$ cat config.mk
export PLATFORM = sky130hd
export DESIGN_NAME = mole_box_picker_flat
export DESIGN_NICKNAME = d
export VERILOG_FILES = /design/src/rtl/mole_box_picker_if.sv /design/src/rtl/mole_box_picker.sv /design/src/flat_wrapper.sv
export SDC_FILE = /design/constraint.sdc
export NUM_CORES = 1
export LEC_CHECK = 0
export ABC_AREA = 1
export CAP_MARGIN = 30
export CORE_UTILIZATION = 50
export CTS_CLUSTER_DIAMETER = 40
export DETAILED_ROUTE_END_ITERATION = 8
export GPL_ROUTABILITY_DRIVEN = 0
export PLACE_DENSITY = 0.91
export SETUP_SLACK_MARGIN = 0.15
export SYNTH_ARGS = -nofsm -noshare
export SYNTH_HDL_FRONTEND = slang
export SYNTH_SLANG_ARGS = --single-unit
$ cat constraint.sdc
create_clock -name clk -period 2.3 [get_ports clk]
set_clock_uncertainty 0.2 [all_clocks]
set_input_delay 0.46 -clock clk [delete_from_list [all_inputs] [get_ports clk]]
set_output_delay 0.46 -clock clk [all_outputs]
set_load 0.02 [all_outputs]
$ cat src/rtl/mole_box_picker_if.sv
// Request/response channel between the game-control FSM (master) and the box picker (slave).
interface mole_box_picker_if #(
   parameter int unsigned BOX_W = 2
);
   logic             req;
   logic             busy;
   logic             valid;
   logic [BOX_W-1:0] box;

   modport master (output req, input busy, valid, box);
   modport slave  (input req, output busy, valid, box);
endinterface

$ cat src/rtl/mole_box_picker.sv
// Free-running Fibonacci LFSR plus a rejection-sampling search that hands out
// uniformly distributed box indices, optionally never repeating the previous box.
module mole_box_picker #(
   parameter int unsigned      WIDTH     = 8,
   parameter logic [WIDTH-1:0] TAPS      = 8'hB8,
   parameter int unsigned      NUM_BOXES = 4,
   parameter int unsigned      BOX_W     = 2,
   parameter bit               NO_REPEAT = 1'b1,
   parameter int unsigned      MAX_TRIES = 16
) (
   input  logic              clk,
   input  logic              resetn,
   input  logic              seed_load,
   input  logic [WIDTH-1:0]  seed,
   mole_box_picker_if.slave  bus,
   output logic [WIDTH-1:0]  lfsr_state
);
   localparam int unsigned TW = $clog2(MAX_TRIES) + 1;

   typedef enum logic {IDLE, SEARCH} state_t;

   state_t           state, state_nx;
   logic [WIDTH-1:0] lfsr;
   logic [TW-1:0]    tries, tries_nx;
   logic [BOX_W-1:0] box, box_nx, cand, box_inc;
   logic             valid, valid_nx;
   logic             have_last, have_last_nx;
   logic             accept;

   // The LFSR never stalls; a zero seed would lock it up, so it becomes 1.
   always_ff @(posedge clk) begin
      if (!resetn)        lfsr <= WIDTH'(1);
      else if (seed_load) lfsr <= (seed == '0) ? WIDTH'(1) : seed;
      else                lfsr <= {lfsr[WIDTH-2:0], ^(lfsr & TAPS)};
   end

   assign cand    = lfsr[BOX_W-1:0];
   assign accept  = (32'(cand) < NUM_BOXES) && !(NO_REPEAT && have_last && (cand == box));
   assign box_inc = (32'(box) >= NUM_BOXES - 1) ? '0 : box + BOX_W'(1);

   always_comb begin
      state_nx     = state;
      tries_nx     = tries;
      box_nx       = box;
      valid_nx     = 1'b0;
      have_last_nx = have_last;
      case (state)
         IDLE: begin
            if (bus.req) begin
               state_nx = SEARCH;
               tries_nx = '0;
            end
         end
         SEARCH: begin
            if (accept) begin
               box_nx       = cand;
               valid_nx     = 1'b1;
               have_last_nx = 1'b1;
               state_nx     = IDLE;
            end else if (tries == TW'(MAX_TRIES - 1)) begin
               // Search budget exhausted: step deterministically so the game never stalls.
               box_nx       = have_last ? box_inc : '0;
               valid_nx     = 1'b1;
               have_last_nx = 1'b1;
               state_nx     = IDLE;
            end else begin
               tries_nx = tries + TW'(1);
            end
         end
         default: state_nx = IDLE;
      endcase
   end

   always_ff @(posedge clk) begin
      if (!resetn) begin
         state     <= IDLE;
         tries     <= '0;
         box       <= '0;
         valid     <= 1'b0;
         have_last <= 1'b0;
      end else begin
         state     <= state_nx;
         tries     <= tries_nx;
         box       <= box_nx;
         valid     <= valid_nx;
         have_last <= have_last_nx;
      end
   end

   assign bus.busy   = (state == SEARCH);
   assign bus.valid  = valid;
   assign bus.box    = box;
   assign lfsr_state = lfsr;
endmodule

$ cat src/flat_wrapper.sv
// flat-port wrapper written by rule: the top's interface ports become plain ports
module mole_box_picker_flat 
#(
   parameter int unsigned      WIDTH     = 8,
   parameter logic [WIDTH-1:0] TAPS      = 8'hB8,
   parameter int unsigned      NUM_BOXES = 4,
   parameter int unsigned      BOX_W     = 2,
   parameter bit               NO_REPEAT = 1'b1,
   parameter int unsigned      MAX_TRIES = 16
)
  (clk, resetn, seed_load, seed, lfsr_state, bus_req, bus_busy, bus_valid, bus_box);
  mole_box_picker_if #(.BOX_W(BOX_W)) bus_i ();
  input  logic clk;
  input  logic resetn;
  input  logic seed_load;
  input  logic [WIDTH-1:0] seed;
  output logic [WIDTH-1:0] lfsr_state;
  input wire logic [$bits(bus_i.req)-1:0] bus_req;
  output wire logic [$bits(bus_i.busy)-1:0] bus_busy;
  output wire logic [$bits(bus_i.valid)-1:0] bus_valid;
  output wire logic [$bits(bus_i.box)-1:0] bus_box;
  assign bus_i.req = bus_req;
  assign bus_busy = bus_i.busy;
  assign bus_valid = bus_i.valid;
  assign bus_box = bus_i.box;
  mole_box_picker #(.WIDTH(WIDTH), .TAPS(TAPS), .NUM_BOXES(NUM_BOXES), .BOX_W(BOX_W), .NO_REPEAT(NO_REPEAT), .MAX_TRIES(MAX_TRIES)) u_core (.clk(clk), .resetn(resetn), .seed_load(seed_load), .seed(seed), .bus(bus_i), .lfsr_state(lfsr_state));
endmodule
Word level (Yosys, flattened, before mapping). Cells that the tools add are included.

Register bits after elaboration: 18. Output and inout bits: 12.

Bitwise logic cells: 1. Mux-type cells: 18. Order comparisons: 1. Reduce and logical (&&, ||, !) cells: 6. Eq/ne operators: 6. $add $sub $neg: 2.

Operators by type and width (number): $mux 8 (2); $mux 5 (3); $pmux 5 s2 (1); $logic_not 8->1 (1); $mux 2 (4); $ne 2x2->1 const B (4); $reduce_xor 8->1 (1); $mux 1 (7); $add 5x1->5 const B (1); $eq 5x4->1 const B (1); $reduce_and 2->1 (2); $reduce_and 3->1 (1); $add 2x1->2 const B (1); $eq 2x2->1 (1); $ge 2x2->1 const B (1); $pmux 1 s2 (1); $logic_and 1x1->1 (1); $not 1->1 (1).

Depth between registers and ports, before layout. Gate-level depths: netlist of run 1.

Depth after elaboration: 5. Depth in mapped cells: 10. Mapped depth without buffers: 10.

Worst setup path after synthesis of run 1. OpenSTA, ideal clock, no wires.

Kind: reg-to-reg. Start: reg u_core.tries[0]. End: reg u_core.tries[0]. Path buffers: 0. Arrival time: 1.201 ns. Path slack: 0.787 ns. Data required time: 1.989 ns. Setup time: 0.111 ns. Cell stages (with the launch flop): 11. Cell sequence: dfxtp_1 -> ha_1 -> nand2_1 -> nor2_1 -> ha_1 -> inv_1 -> nand2_2 -> nand2_2 -> nand2_1 -> nor2_1 -> nor2_1.

Word-level cells in the longest chain between the ends: 4.

Ends and longest elaborated chain: start, declared (RTL line mole_box_picker.sv:24) `logic [TW-1:0] tries, tries_nx;`; start signal, assigned (RTL line mole_box_picker.sv:83) `tries <= tries_nx;`; $add 5x1->5 (RTL line mole_box_picker.sv:67) `tries_nx = tries + TW'(1);`; $mux 5 (RTL line mole_box_picker.sv:60) `end else if (tries == TW'(MAX_TRIES - 1)) begin`; $mux 5 (RTL line mole_box_picker.sv:55) `if (accept) begin`; $pmux 5 s2 (RTL line mole_box_picker.sv:47) `case (state)`.

Several ways; a longest one is shown, not always the timed one. The select of a mux whose other input is x is not followed. A chain may end at the register's enable or synchronous reset.

Worst setup path after layout of run 1.
Start: reg u_core.box[1], in the netlist u_core.bus.box[1]. End: out bus_box[1].

RTL lines: start, declared (RTL line mole_box_picker.sv:25) `logic [BOX_W-1:0] box, box_nx, cand, box_inc;`; start signal, assigned (RTL line mole_box_picker.sv:84) `box <= box_nx;`; end, declared (RTL line flat_wrapper.sv:21) `output wire logic [$bits(bus_i.box)-1:0] bus_box;`.

No word-level cell between the ends.

==> flow_metrics.py, run 1 <==
metrics = {
    "outcome": {
        "status": "complete, no violations",
    },
    "layout": {
        "nets": 169,
        "final_cell_mix": "23 x nand2_1, 23 x clkdlybuf4s50_1, 19 x nor2_1, 17 x dfxtp_1, 14 x inv_1",
        "drive_gt1_share_pct": 11.8,
        "stdcell_area_um2": 1200,
        "insertedDiodeCount": 0,
        "fin_util_pct": 69.6,
        "num-fill-cells": 139,
        "area_growth_pct": 31.1,
    },
    "route": {
        "drt-initial-drc-count": 21,
        "num_vias": 894,
        "viasPerCell": 5.02,
        "wl_um": 2080,
        "detail_route.wl_per_cell_um": 11.7,
        "drc_errors": 0,
        "final_antenna_net_count": 0,
        "firstDrtPassIters": 4,
    },
    "timing": {
        "setup_viol": 0,
        "rsz0062_at_grt": "no",
        "fin_setup_tns_ns": 0,
        "fin_ws_ns": 0.213,
        "worst_slew_pin_slew_ns": 0.286,
        "slew_violations": 0,
        "relSlewSlack_pct": 80.7,
        "final.period_utilization_pct": 90.7,
        "period_needed_ns": 2.09,
        "fmax_ghz": 0.479,
        "finalHoldViolations": 0,
    },
    "worst_setup_path": {
        "start_kind": "register",
        "arrival_ns": 1.43,
        "slowest_delay_ns": 0.65,
        "cp_slowest_cell": "clkdlybuf4s50_1",
        "cp-end-kind": "primary output",
        "critPathTopFamily": "buffers and inverters",
        "critPathKind": "register to primary output",
        "critPathBufInv": 1,
        "worstPathRequired_ns": 1.64,
        "path_max_fanout": 7,
        "crit_path_cell_trace": "clkdlybuf4s50_1",
    },
    "die": {
        "dieArea_um2": 2010,
        "ios": 24,
        "initial_core_util_pct": 53.0,
        "row_count": 15,
        "die_x_um": 44.8,
        "core_area_um2": 1730,
        "fp.dieH_um": 44.8,
    },
    "yosys": {
        "ys_warn_count": 0,
        "syn_nets": 143,
        "ys_seq_area_share_pct": 39.3,
        "syn_inst": 128,
        "synth_area_um2": 916,
        "synth-seq-cells": 18,
        "synth.distinct_cells": 22,
        "syn_avg_cell_area_um2": 7.16,
    },
    "placement": {
        "place_ws_ns": 0.264,
        "place_area_um2": 1160,
        "dp_hpwl_um": 1580,
        "port_buffers": 23,
    },
    "clock_tree": {
        "tritoncts": "built",
        "postCtsSetupBuffers": 0,
        "cts_resized": 1,
        "hold_buffers": 0,
        "cts-root-buf": "clkbuf_4",
        "cts.htree.levels": 1,
        "insertion_delay_ns": 0.30,
        "cts_buffer_depth": 2,
        "cts_buffers": 3,
        "cts.clk_slew.worst_paths_ns": 0.10,
        "cts_sinks": 18,
    },
    "worst_hold_path": {
        "hp-class": "register to register",
    },
    "grt": {
        "grt_antenna_before_repair": 0,
        "grt_pass1_wl_um": 3190,
        "globalRouteTotalUtil_pct": 23.1,
        "grt_pass1_vias": 760,
        "grt_start_max_net_pins": 11,
        "grt.overflow.total": 0,
    },
    "pwr": {
        "ir_drop_uv": 451,
        "power_density_nw_per_um2": 592,
        "leakage_nw": 0.504,
    },
    "flow_run": {
        "max_cap_viol_count": 0,
    },
}
[cells by family (layout without fill, tap and decap cells)]
group	count (synthesis)	count (layout)	synth area share, %
adder cells (fa/ha/maj)	3	3	4.10
XOR/XNOR	4	4	3.83
AO/OA/AOI/OAI	21	21	12.3
AND/OR/NAND/NOR	62	62	31.1
flip-flops	18	18	39.3
buffers and inverters	20	45	9.29
[cells in the mapped netlist, drive strengths merged]
| master | instances | share of area (%) |
|---|---|---|
| nand2 | 27 | 12 |
| nor2 | 20 | 9.0 |
| dfxtp | 18 | 39 |
| inv | 16 | 6.6 |
| a21oi | 11 | 6.4 |
| nand3 | 10 | 6.6 |
| o21ai | 10 | 5.9 |
| buf | 3 | 2.3 |
| ha | 3 | 4.1 |
| nand4 | 2 | 1.4 |
| nor4 | 2 | 1.4 |
| xnor2 | 2 | 1.9 |
| xor2 | 2 | 1.9 |
| clkinv | 1 | 0.41 |
| or2 | 1 | 0.68 |
[final timing paths]
kind / slack, ns / cells after the start / startpoint / end
worst max-delay path: 0.21 / 1 / u_core.bus.box[1] / bus_box[1]
worst max register to register: 0.61 / 10 / u_core.tries[0] / u_core.tries[0]
worst min-delay path: 0.29 / 2 / u_core.tries[2] / u_core.tries[2]
worst min register to register: 0.29 / 2 / u_core.tries[2] / u_core.tries[2]
[state kept, by name, indices dropped and copies added (netlist names)]
name               cells
u_core.bus.box         2
u_core.bus.valid       1
u_core.bus.busy        1
u_core.lfsr_state      8
u_core.tries           5
u_core.have_last       1
[final cells by class]
type                       instances  area, um^2  area share, %
multi-input combinational         90         470           39.2
sequential                        18         362           30.1
timing repair buffer              24         238           19.8
inverter                          17        63.8           5.31
clock buffer                       4        36.3           3.02
tap                               25        31.3           2.60
[power breakdown]
part / total [W] / switching, W / internal, W
clock network: 0.000200 / 0.000103 / 0.0000967
registers: 0.000351 / 0.0000208 / 0.000331
logic: 0.000160 / 0.0000849 / 0.0000749
total: 0.000711 / 0.000209 / 0.000502
[stage by stage]
step | hold slack, ns | power [W] | cells
3_5_place_dp | 0.279 | 0.000516 | 174
5_1_grt | 0.315 | 0.000739 | 178
2_1_floorplan | 0.239 | 0.000448 | 128
4_1_cts | 0.295 | 0.000711 | 178
3_3_place_gp | 0.263 | 0.000512 | 174
6_report | 0.292 | 0.000711 | 178
[metal layers]
metal	vias up	routed length [um]	GRT usage, %
met1	403	936	27.0
met2	31	988	37.6
met5	-	0	0
li1	455	-	-
met4	0	51	14.5
met3	5	106	6.00
No activity file was read; power rests on OpenSTA's default activity.
==> run 2, diff against run 1 <==
--- a/config.mk
+++ b/config.mk
@@ -6,6 +6,7 @@
 export NUM_CORES = 1
 export LEC_CHECK = 0
 export ABC_AREA = 1
+export ABC_CLOCK_PERIOD_IN_PS = 2300
 export CAP_MARGIN = 30
 export CORE_UTILIZATION = 50
 export CTS_CLUSTER_DIAMETER = 40
==> results of run 2 <==
No change in the layout: final DEF, timing and power equal those of run 1.
